==> config.mk <==
export PLATFORM = sky130hd
export DESIGN_NAME = counter_monitor_flat
export DESIGN_NICKNAME = d
export VERILOG_FILES = /design/src/rtl/counter_monitor_if.sv /design/src/rtl/counter_monitor.sv /design/src/flat_wrapper.sv
export SDC_FILE = /design/constraint.sdc
export NUM_CORES = 1
export LEC_CHECK = 0
export CORE_UTILIZATION = 35
export DETAILED_ROUTE_END_ITERATION = 10
export PLACE_DENSITY = 0.54
export SYNTH_ARGS = -nofsm -noshare
export SYNTH_HDL_FRONTEND = slang
export SYNTH_SLANG_ARGS = --single-unit
==> constraint.sdc <==
create_clock -name clk -period 2.9 [get_ports clk]
set_input_delay 0.58 -clock clk [delete_from_list [all_inputs] [get_ports clk]]
set_output_delay 0.58 -clock clk [all_outputs]
set_load 0.05 [all_outputs]
==> src/rtl/counter_monitor_if.sv <==
// Sample/status bundle between a 2-bit counter consumer and the counter_monitor checker.
interface counter_monitor_if #(
    parameter int ERR_CNT_W = 8
);
    logic                 en;
    logic                 q0;
    logic                 q1;
    logic                 err_clr;
    logic                 locked;
    logic                 err_pulse;
    logic                 wrap_pulse;
    logic [ERR_CNT_W-1:0] err_count;

    modport master (
        output en, q0, q1, err_clr,
        input  locked, err_pulse, wrap_pulse, err_count
    );

    modport slave (
        input  en, q0, q1, err_clr,
        output locked, err_pulse, wrap_pulse, err_count
    );
endinterface

==> src/rtl/counter_monitor.sv <==
// Checks that each sampled 2-bit count is the legal successor of the previous one,
// acquires lock after a run of good steps, and reports errors and wrap-around.
module counter_monitor #(
    parameter int ERR_CNT_W  = 8,
    parameter int LOCK_COUNT = 4,
    parameter int DIR        = 0
) (
    input  logic              clk,
    input  logic              RESET,
    counter_monitor_if.slave  bus
);
    typedef enum logic [1:0] {
        IDLE   = 2'd0,
        ACQ    = 2'd1,
        LOCKED = 2'd2
    } state_t;

    localparam logic [3:0] LOCK_N    = 4'(LOCK_COUNT);
    localparam logic [1:0] STEP      = (DIR != 0) ? 2'd3 : 2'd1;
    localparam logic [1:0] WRAP_FROM = (DIR != 0) ? 2'd0 : 2'd3;
    localparam logic [1:0] WRAP_TO   = (DIR != 0) ? 2'd3 : 2'd0;

    state_t               r_state;
    logic [1:0]           r_prev;
    logic [3:0]           r_good_cnt;
    logic                 r_locked;
    logic                 r_err_pulse;
    logic                 r_wrap_pulse;
    logic [ERR_CNT_W-1:0] r_err_count;

    state_t               w_state_nxt;
    logic [1:0]           w_prev_nxt;
    logic [3:0]           w_good_cnt_nxt;
    logic                 w_locked_nxt;
    logic                 w_err_nxt;
    logic                 w_wrap_nxt;
    logic [ERR_CNT_W-1:0] w_err_count_nxt;
    logic [1:0]           w_v;
    logic [1:0]           w_exp;
    logic                 w_good;
    logic                 w_wrap_step;

    assign w_v         = {bus.q1, bus.q0};
    assign w_exp       = r_prev + STEP;
    assign w_good      = (w_v == w_exp);
    assign w_wrap_step = (r_prev == WRAP_FROM) && (w_v == WRAP_TO);

    // NOTE: every output of this block gets a default first, so no path leaves a
    // signal unassigned and no latch is inferred.
    always_comb begin
        w_state_nxt     = r_state;
        w_prev_nxt      = r_prev;
        w_good_cnt_nxt  = r_good_cnt;
        w_locked_nxt    = r_locked;
        w_err_nxt       = 1'b0;
        w_wrap_nxt      = 1'b0;
        w_err_count_nxt = r_err_count;

        if (bus.en) begin
            w_prev_nxt = w_v;
            case (r_state)
                IDLE: begin
                    w_good_cnt_nxt = 4'd0;
                    w_state_nxt    = ACQ;
                end
                ACQ: begin
                    if (w_good) begin
                        w_wrap_nxt     = w_wrap_step;
                        w_good_cnt_nxt = r_good_cnt + 4'd1;
                        if (r_good_cnt + 4'd1 == LOCK_N) begin
                            w_state_nxt  = LOCKED;
                            w_locked_nxt = 1'b1;
                        end
                    end else begin
                        w_good_cnt_nxt = 4'd0;
                    end
                end
                LOCKED: begin
                    if (w_good) begin
                        w_wrap_nxt = w_wrap_step;
                    end else begin
                        // The bad sample becomes prev, so reacquisition starts from it.
                        w_err_nxt      = 1'b1;
                        w_locked_nxt   = 1'b0;
                        w_good_cnt_nxt = 4'd0;
                        w_state_nxt    = ACQ;
                    end
                end
                default: begin
                    w_state_nxt  = IDLE;
                    w_locked_nxt = 1'b0;
                end
            endcase
        end

        // A clear colliding with an error leaves that error counted.
        if (w_err_nxt) begin
            if (bus.err_clr)
                w_err_count_nxt = ERR_CNT_W'(1);
            else if (r_err_count != '1)
                w_err_count_nxt = r_err_count + ERR_CNT_W'(1);
        end else if (bus.err_clr) begin
            w_err_count_nxt = '0;
        end
    end

    // NOTE: sequential state uses non-blocking assignments so every register
    // samples the pre-edge values regardless of statement order.
    always_ff @(posedge clk) begin
        if (RESET) begin
            r_state      <= IDLE;
            r_prev       <= 2'd0;
            r_good_cnt   <= 4'd0;
            r_locked     <= 1'b0;
            r_err_pulse  <= 1'b0;
            r_wrap_pulse <= 1'b0;
            r_err_count  <= '0;
        end else begin
            r_state      <= w_state_nxt;
            r_prev       <= w_prev_nxt;
            r_good_cnt   <= w_good_cnt_nxt;
            r_locked     <= w_locked_nxt;
            r_err_pulse  <= w_err_nxt;
            r_wrap_pulse <= w_wrap_nxt;
            r_err_count  <= w_err_count_nxt;
        end
    end

    assign bus.locked     = r_locked;
    assign bus.err_pulse  = r_err_pulse;
    assign bus.wrap_pulse = r_wrap_pulse;
    assign bus.err_count  = r_err_count;
endmodule
==> src/flat_wrapper.sv <==
// flat-port wrapper written by rule: the top's interface ports become plain ports
module counter_monitor_flat 
#(
    parameter int ERR_CNT_W  = 8,
    parameter int LOCK_COUNT = 4,
    parameter int DIR        = 0
)
  (clk, RESET, bus_en, bus_q0, bus_q1, bus_err_clr, bus_locked, bus_err_pulse, bus_wrap_pulse, bus_err_count);
  counter_monitor_if #(.ERR_CNT_W(ERR_CNT_W)) bus_i ();
  input  logic clk;
  input  logic RESET;
  input wire logic [$bits(bus_i.en)-1:0] bus_en;
  input wire logic [$bits(bus_i.q0)-1:0] bus_q0;
  input wire logic [$bits(bus_i.q1)-1:0] bus_q1;
  input wire logic [$bits(bus_i.err_clr)-1:0] bus_err_clr;
  output wire logic [$bits(bus_i.locked)-1:0] bus_locked;
  output wire logic [$bits(bus_i.err_pulse)-1:0] bus_err_pulse;
  output wire logic [$bits(bus_i.wrap_pulse)-1:0] bus_wrap_pulse;
  output wire logic [$bits(bus_i.err_count)-1:0] bus_err_count;
  assign bus_i.en = bus_en;
  assign bus_i.q0 = bus_q0;
  assign bus_i.q1 = bus_q1;
  assign bus_i.err_clr = bus_err_clr;
  assign bus_locked = bus_i.locked;
  assign bus_err_pulse = bus_i.err_pulse;
  assign bus_wrap_pulse = bus_i.wrap_pulse;
  assign bus_err_count = bus_i.err_count;
  counter_monitor #(.ERR_CNT_W(ERR_CNT_W), .LOCK_COUNT(LOCK_COUNT), .DIR(DIR)) u_core (.clk(clk), .RESET(RESET), .bus(bus_i));
endmodule
# Word-level counts from Yosys, hierarchy flattened

Index checks and enable logic that the tools add are counted.

Equal/unequal tests: 9
Bitwise logic cells: 4
Muxes and demuxes: 18
Add/sub/neg operators: 3
Reduce and logical (&&, ||, !) cells: 12

Operators with widths:

| operator                                             | count |
|---|---|
| 2-to-1 mux 8 bit                                     | 4 |
| case mux 4 bit (3 select lines)                      | 1 |
| adder 8 x 1 -> 8 bit (second input constant)         | 1 |
| 2-to-1 mux 4 bit                                     | 2 |
| != test 8 bit (second input constant)                | 1 |
| 2-to-1 mux 1 bit                                     | 6 |
| 2-to-1 mux 2 bit                                     | 3 |
| case mux 2 bit (3 select lines)                      | 1 |
| AND reduction 5 bit                                  | 1 |
| adder 4 x 1 -> 4 bit (second input constant)         | 1 |
| equality test 2 bit (second input constant)          | 2 |
| equality test 4 x 3 -> 1 bit (second input constant) | 1 |
| zero test 2 bit                                      | 2 |
| != test 2 x 1 -> 1 bit (second input constant)       | 2 |
| NOT 1 bit                                            | 4 |
| AND reduction 4 bit                                  | 1 |
| nonzero test 2 bit                                   | 2 |
| OR reduction 4 bit                                   | 1 |
| case mux 1 bit (3 select lines)                      | 1 |
| AND reduction 3 bit                                  | 1 |
| nonzero test 3 bit                                   | 1 |
| adder 2 x 1 -> 2 bit (second input constant)         | 1 |
| equality test 2 x 1 -> 1 bit (second input constant) | 1 |
| equality test 2 bit                                  | 1 |
| 4 further kinds                                      | 4 |

Output and inout bits: 11
Register bits after elaboration: 19
Input bits: 6
Word-level logic and storage cells: 53

# Depth between registers and ports, before layout

Gate-level depths: netlist (run 1).

Word-level depth: 7
Gate-level depth with buffers: 7
Mapped depth without buffers: 7

# Worst setup path after synthesis (run 1)

OpenSTA, ideal clock, no wires.

Kind: input to register
Start: input bus_q0
End: register u_core.r_good_cnt[2]
Library setup time: 0.071 ns
Required time: 2.829 ns
Path buffers: 0
Arrival time: 1.789 ns
Setup slack: 1.040 ns
Stages: 4
Cell sequence: xor2_1 > a311o_1 > or4_1 > a21oi_1

Word-level cells in the longest chain between the ends: 3
Elaborated cells between the ends (all ways): 5
Classes of those cells: 2 x eq/ne; 2 x mux; 1 x reduce/logical

Ends and longest elaborated chain:

| what                                                                   | line                   | RTL |
|---|---|---|
| from (decl)                                                            | flat_wrapper.sv:13     | `input wire logic [$bits(bus_i.q0)-1:0] bus_q0;` |
| equality test 2 bit *                                                  | counter_monitor.sv:45  | `assign w_good = (w_v == w_exp);` |
| 2-to-1 mux 4 bit or != test 2 bit (tied branches)                      | n/a                    |  |
| case mux 4 bit (3 select lines) or AND reduction 3 bit (tied branches) | n/a                    |  |
| to (signal assigned)                                                   | counter_monitor.sv:121 | `r_good_cnt <= w_good_cnt_nxt;` |
| to (decl)                                                              | counter_monitor.sv:25  | `logic [3:0] r_good_cnt;` |

Every way passes the cells marked *; elsewhere a longest branch is shown, timed or not.
A chain may end at the register's enable or synchronous reset.

# Worst setup path after layout (run 1)

Same ends and word-level chain as after synthesis.

==> flow_metrics.py, run 1 <==
metrics = {
    "power": {
        "p_per_area_mw_per_mm2": 409.5,
        "total_leakage_power_nw": 0.4891,
        "vdd_drop_max_mv": 0.2755,
        "total_power_mw": 0.4903,
    },
    "grt": {
        "number_of_antenna_violations_at_the_first_check_in_global_routing": 0,
        "globalRouteMet1Util": 0.1927,
        "grt_met2_use": 0.2430,
        "grt_use_total": 0.1533,
        "gr-usage-met3": 0.05000,
        "global_route.overflow_total": 0,
        "via_count_of_the_first_global_routing_pass": 752,
        "first_pass_grt_wire_length_mm": 3.222,
        "top_usage_layer": "met2",
        "grt_start_max_net_pins": 12,
    },
    "status": {
        "status": "finished, final reports clean",
    },
    "finish": {
        "antenna_cells_inserted": 0,
        "layout.nets": 145,
        "multi_input_comb_area_um2": 554.3,
        "share_of_post_route_cells_with_drive_strength_above_1": 0.06923,
        "nFillCells": 261,
        "postLayoutCoreUtil": 0.4705,
        "sequential_standard_cell_area_um2": 380.4,
        "area.growth.synth_to_final_pct": 23.17,
    },
    "worst_setup_path": {
        "critical_path.max_stage_delay_ps": 500,
        "worst-path-max-fanout": 9,
        "critical_path.reg2reg.endpoint": "u_core.r_good_cnt[2]",
        "ff2ff_setup_slack_ps": 890,
        "cp.required_ps": 3120,
        "r2r-start": "u_core.r_prev[0]",
        "endpoint_kind": "register",
        "critPathArrivalTime_ps": 2380,
        "timing.critical_path.cells": "clkdlybuf4s50_1 -> xor2_1 -> a311o_1 -> or4_1 -> a21oi_1",
        "worst_r2r_path_depth": 5,
        "crit_path_start_kind": "input port",
        "kind_of_critical_path": "in2reg",
        "timing.critical_path.slowest_stage_cell": "sky130_fd_sc_hd__or4_1",
    },
    "die": {
        "fp.coreArea_mm2": 0.002545,
        "placement_row_count": 18,
        "dieHeight_um": 54.71,
        "chipWidth_um": 54.71,
        "fp.dieArea_mm2": 0.002993,
        "ioPinCount": 17,
        "initial_core_util": 0.3820,
    },
    "timing": {
        "min_cycle_time_layout_ps": 2158,
        "fin_setup_tns_ps": 0,
        "max_clock_freq_ghz": 0.4634,
        "tightest_slew_ps": 504.4,
        "worst_slew_margin_rel": 0.6627,
        "clock_skew_ps": 7.164,
        "final_hold_viol_count": 0,
        "number_of_setup_violations_in_the_final_report": 0,
        "holdWs_ps": 498.2,
        "rsz0062_at_grt": "no",
        "slew_viol_final": 0,
        "layout_worst_path_cycle_share": 0.7442,
    },
    "yosys": {
        "netlist_instances": 111,
        "synth_cell_types": 30,
        "portion_of_the_post_synthesis_area_used_by_sequential_elements": 0.3912,
        "synth.avg_cell_area_um2": 8.758,
        "yosys_warnings": 0,
        "synth.net_count": 125,
        "synth.cell_area_um2": 972.2,
        "synth_seq_cells": 19,
    },
    "drt": {
        "drt-total-wl_mm": 1.905,
        "wl_per_cell_um": 11.91,
        "viasPerCell": 5.050,
        "number_of_nets_still_failing_antenna_checks_after_routing": 0,
        "post-route-drc-count": 0,
        "vias": 808,
        "dr.first_iter.drc_count": 13,
        "drt_pass1_iterations": 4,
    },
    "place": {
        "port-buffer-count": 16,
        "place_congestion": 0.7232,
        "dp_hpwl_mm": 1.426,
    },
    "cts": {
        "postCtsResizedCells": 0,
        "holdBufCountCts": 0,
        "cts_root_buffer": "sky130_fd_sc_hd__clkbuf_4",
        "clock_path_buffers": 2,
        "clock_sinks": 19,
        "insertion_delay_ps": 300,
        "tritoncts": "built",
        "cts_setup_buffers": 0,
        "htreeDepth": 1,
        "tritoncts.num_buffers": 3,
        "cts.clk_slew.worst_paths_ps": 100,
    },
    "job": {
        "max-cap-violations": 0,
    },
    "worst_hold_path": {
        "start_point_of_the_worst_min_delay_path": "u_core.bus.err_count[1]",
        "hp-class": "reg2reg",
        "timing.hold.worst_path_depth": 2,
        "holdPathEnd": "u_core.bus.err_count[1]",
    },
}
sequential cells by signal, indices dropped and copies added, names as in the netlist:
name	count
u_core.bus.err_count	8
u_core.bus.err_pulse	1
u_core.bus.locked	1
u_core.bus.wrap_pulse	1
u_core.r_good_cnt	4
u_core.r_prev	2
u_core.r_state	2
critical path: cells and delay by family:
kind	cells	cell delay, ps
and+or+nand+nor	1	500
buffers and inverters	1	450
AOI/OAI and AO/OA	2	640
xor gates and xnor gates	1	200
through the flow:
stage	area (µm²)	std cells	worst slack (ps)
6_report	1197	160	741.9
5_1_grt	1197	160	629.8
4_1_cts	1197	160	743.3
3_5_place_dp	1170	156	444.6
3_3_place_gp	1170	156	485.3
2_1_floorplan	972.2	111	1040
how the worst max path moves through the flow:
| stage | startpoint | end | slack [ps] | cells after the start |
|---|---|---|---|---|
| final | bus_q0 | u_core.r_good_cnt[2] | 740 | 5 |
| after global routing | bus_q0 | u_core.r_state[0] | 630 | 6 |
| after CTS | u_core.bus.err_count[3] | bus_err_count[3] | 740 | 1 |
| after detailed placement | bus_q0 | u_core.r_good_cnt[2] | 440 | 5 |
| after global placement | bus_q0 | u_core.r_good_cnt[2] | 490 | 5 |
| after floorplan | bus_q0 | u_core.r_good_cnt[2] | 1040 | 4 |
metal layers:
metal | routed length (µm) | share of wire
met5 | 0 | 0
met4 | 20 | 0.010
met3 | 66 | 0.035
met2 | 853 | 0.45
met1 | 965 | 0.51
synth_stat cells:
cell type | count | share of area
sky130_fd_sc_hd__and3_1 | 2 | 0.013
sky130_fd_sc_hd__nand2_1 | 5 | 0.019
sky130_fd_sc_hd__or2_2 | 2 | 0.013
sky130_fd_sc_hd__inv_1 | 8 | 0.031
sky130_fd_sc_hd__and4_1 | 2 | 0.018
sky130_fd_sc_hd__nand3_1 | 5 | 0.026
sky130_fd_sc_hd__a311o_1 | 1 | 0.010
sky130_fd_sc_hd__a21oi_1 | 8 | 0.041
sky130_fd_sc_hd__or3_1 | 2 | 0.013
sky130_fd_sc_hd__nor4b_1 | 1 | 0.0090
sky130_fd_sc_hd__a211oi_1 | 2 | 0.015
sky130_fd_sc_hd__nor2_1 | 11 | 0.042
sky130_fd_sc_hd__a41oi_1 | 1 | 0.0090
sky130_fd_sc_hd__dfxtp_1 | 19 | 0.39
sky130_fd_sc_hd__or4_1 | 1 | 0.0077
sky130_fd_sc_hd__nand4_1 | 4 | 0.026
sky130_fd_sc_hd__o21ai_0 | 3 | 0.015
sky130_fd_sc_hd__o211a_1 | 2 | 0.021
sky130_fd_sc_hd__a21o_1 | 1 | 0.0077
sky130_fd_sc_hd__xnor2_1 | 1 | 0.0090
sky130_fd_sc_hd__ha_1 | 8 | 0.10
sky130_fd_sc_hd__xor2_1 | 7 | 0.063
sky130_fd_sc_hd__a31oi_1 | 1 | 0.0064
sky130_fd_sc_hd__and2_2 | 1 | 0.0077
sky130_fd_sc_hd__clkbuf_1 | 2 | 0.0077
sky130_fd_sc_hd__mux2i_1 | 2 | 0.021
sky130_fd_sc_hd__nor3_1 | 6 | 0.031
sky130_fd_sc_hd__a21oi_2 | 1 | 0.0090
sky130_fd_sc_hd__and2_1 | 1 | 0.0064
sky130_fd_sc_hd__nand3b_1 | 1 | 0.0077
layout make-up:
| type | instances | share of cell area |
|---|---|---|
| Inverter | 8 | 0.02508 |
| Timing Repair Buffer | 17 | 0.1400 |
| Clock inverter | 1 | 0.004180 |
| Tap cell | 30 | 0.03135 |
| Clock buffer | 3 | 0.01881 |
| Sequential cell | 19 | 0.3177 |
| Multi-Input combinational cell | 82 | 0.4629 |
placed cells by master (no fill, tap or decap), drive strengths merged, types with 3 or more instances in the layout:
cell / synthesis / layout
dfxtp: 19 / 19
clkdlybuf4s50: 0 / 16
nor2: 11 / 11
a21oi: 9 / 9
inv: 8 / 8
ha: 8 / 8
xor2: 7 / 7
nor3: 6 / 6
nand3: 5 / 5
nand2: 5 / 5
nand4: 4 / 4
o21ai: 3 / 3
clkbuf: 2 / 3
logic make-up after synthesis:
family                   synth area share
AO/OA/AOI/OAI                      0.1351
adder cells (fa/ha/maj)            0.1030
multiplexers                      0.02059
flip-flops                         0.3912
XOR/XNOR                          0.07207
buffers and inverters             0.03861
AND/OR/NAND/NOR                    0.2394
power by group:
part / leakage (nW) / total [mW] / internal, mW / switching, mW
combinational: 0.317 / 0.0826 / 0.0344 / 0.0482
clock: 0.0177 / 0.133 / 0.0513 / 0.0812
sequential: 0.154 / 0.275 / 0.269 / 0.00647
Power figures use the tool's default switching activity.
==> run 2, diff against run 1 <==
Settings changed: PLACE_DENSITY 0.54 to 0.56.
Clock period 2.9 ns to 1.89 ns, I/O delays scaled along.
==> flow_metrics.py, run 2 (synthesis gave the netlist of run 1 again) <==
metrics = {
    "timing": {
        "layout_worst_path_cycle_share": 0.9766,
        "setup_ws_ps": 44.25,
        "final_hold_viol_count": 0,
        "holdWs_ps": 494.5,
        "max_clock_freq_ghz": 0.5418,
        "slew_viol_final": 0,
        "tightest_slew_ps": 502.8,
        "clock_skew_ps": 13.64,
        "worst_slew_margin_rel": 0.6638,
        "rsz0062_at_grt": "yes",
        "number_of_setup_violations_in_the_final_report": 0,
        "min_cycle_time_layout_ps": 1846,
    },
    "power": {
        "total_power_mw": 0.7894,
        "total_leakage_power_nw": 0.5845,
        "vdd_drop_max_mv": 0.3843,
        "p_per_area_mw_per_mm2": 614.9,
    },
    "grt": {
        "via_count_of_the_first_global_routing_pass": 839,
        "grt_start_max_net_pins": 12,
        "global_route.overflow_total": 0,
        "first_pass_grt_wire_length_mm": 3.505,
        "grt_use_total": 0.1642,
        "number_of_antenna_violations_at_the_first_check_in_global_routing": 0,
    },
    "die": {
        "ioPinCount": 17,
        "chipWidth_um": 54.71,
        "dieHeight_um": 54.71,
        "fp.dieArea_mm2": 0.002993,
        "placement_row_count": 18,
        "fp.coreArea_mm2": 0.002545,
        "initial_core_util": 0.3820,
    },
    "worst_setup_path": {
        "endpoint_kind": "register",
        "cpLargestDelayFamily": "compound AO/OA/AOI/OAI gates",
        "critPathArrivalTime_ps": 2090,
        "critical_path.max_stage_delay_ps": 490,
        "cp.required_ps": 2140,
        "timing.critical_path.slowest_stage_cell": "sky130_fd_sc_hd__or4_1",
        "worst-path-max-fanout": 3,
        "timing.critical_path.cells": "ha_1 -> xnor2_1 -> a311o_1 -> or4_1 -> a21oi_2",
        "worstSetupStartpoint": "u_core.r_prev[0]",
        "kind_of_critical_path": "reg2reg",
        "worst_path_bufs_invs": 0,
        "r2r-start": "u_core.r_prev[0]",
        "crit_path_start_kind": "register",
    },
    "cts": {
        "htreeDepth": 1,
        "clock_sinks": 19,
        "insertion_delay_ps": 300,
        "tritoncts": "built",
        "postCtsResizedCells": 0,
        "holdBufCountCts": 0,
        "cts_root_buffer": "sky130_fd_sc_hd__clkbuf_4",
        "tritoncts.num_buffers": 3,
        "cts_setup_buffers": 0,
        "cts.clk_slew.worst_paths_ps": 120,
        "clock_path_buffers": 2,
    },
    "finish": {
        "layout_commonest_cell": "sky130_fd_sc_hd__buf_4",
        "max_reg_flops": 8,
        "area.growth.synth_to_final_pct": 32.05,
        "sequential_standard_cell_area_um2": 380.4,
        "share_of_post_route_cells_with_drive_strength_above_1": 0.2098,
        "antenna_cells_inserted": 0,
        "layout.cells.most_common_list": "21 x sky130_fd_sc_hd__buf_4, 19 x sky130_fd_sc_hd__dfxtp_1, 11 x sky130_fd_sc_hd__nor2_1",
        "finalNonFillerCells": 173,
        "postLayoutCoreUtil": 0.5044,
        "layout.nets": 158,
        "multi_input_comb_area_um2": 558.0,
        "nFillCells": 256,
    },
    "drt": {
        "number_of_nets_still_failing_antenna_checks_after_routing": 0,
        "viasPerCell": 5.139,
        "dr.first_iter.drc_count": 8,
        "drt_pass1_iterations": 3,
        "wl_per_cell_um": 12.36,
        "drt-total-wl_mm": 2.138,
        "vias": 889,
        "post-route-drc-count": 0,
    },
    "worst_hold_path": {
        "hp-class": "reg2reg",
        "start_point_of_the_worst_min_delay_path": "u_core.bus.err_count[1]",
    },
    "status": {
        "status": "finished, final reports clean",
    },
    "place": {
        "placedCellCount": 169,
        "detailedPlace.worstSlack_ps": -211.8,
        "port-buffer-count": 16,
        "place_congestion": 0.7453,
        "dp_hpwl_mm": 1.640,
    },
    "job": {
        "max-cap-violations": 0,
    },
}
run 2: worst paths after layout:
check,cells after the start,slack (ps),end
hold / removal,2,490,u_core.bus.err_count[1]
setup reg to reg,5,40,u_core.r_good_cnt[2]
hold reg to reg,2,490,u_core.bus.err_count[1]
setup / recovery,5,40,u_core.r_good_cnt[2]
run 2: metal layers:
metal	wire, µm	track usage	share of wire	vias to the layer above
li1	-	-	-	458
met1	1011	0.2010	0.47	421
met2	1063	0.2771	0.50	8
met3	48	0.02500	0.022	2
met4	14	0.07692	0.0065	0
met5	0	0	0	-
run 2: report_power, final:
group          switching, mW  internal (mW)  total [mW]
clock                  0.131         0.0788       0.209
sequential           0.00950          0.412       0.422
combinational         0.0819         0.0764       0.158
total                  0.222          0.567       0.789
run 2: per-stage QoR:
stage	area, µm²	TNS [ps]
floorplan	972.2	0
global placement	1250	-425.3
detailed placement	1250	-894.6
CTS	1277	0
global route	1284	-64.47
finish	1284	0
run 2: area by class of cell:
type	instances	area share
clock buffers	3	0.01754
clock inverters	1	0.003899
inverters	8	0.02339
multi-input cells	82	0.4347
flip-flops and latches	19	0.2963
well taps	30	0.02924
repair buffers	30	0.1949
run 2: tightest hold or removal path, cell delays in order, from the launching register on:
cell and delay, ps:
sky130_fd_sc_hd__dfxtp_1 350, sky130_fd_sc_hd__nand2_1 60, sky130_fd_sc_hd__a21oi_1 50
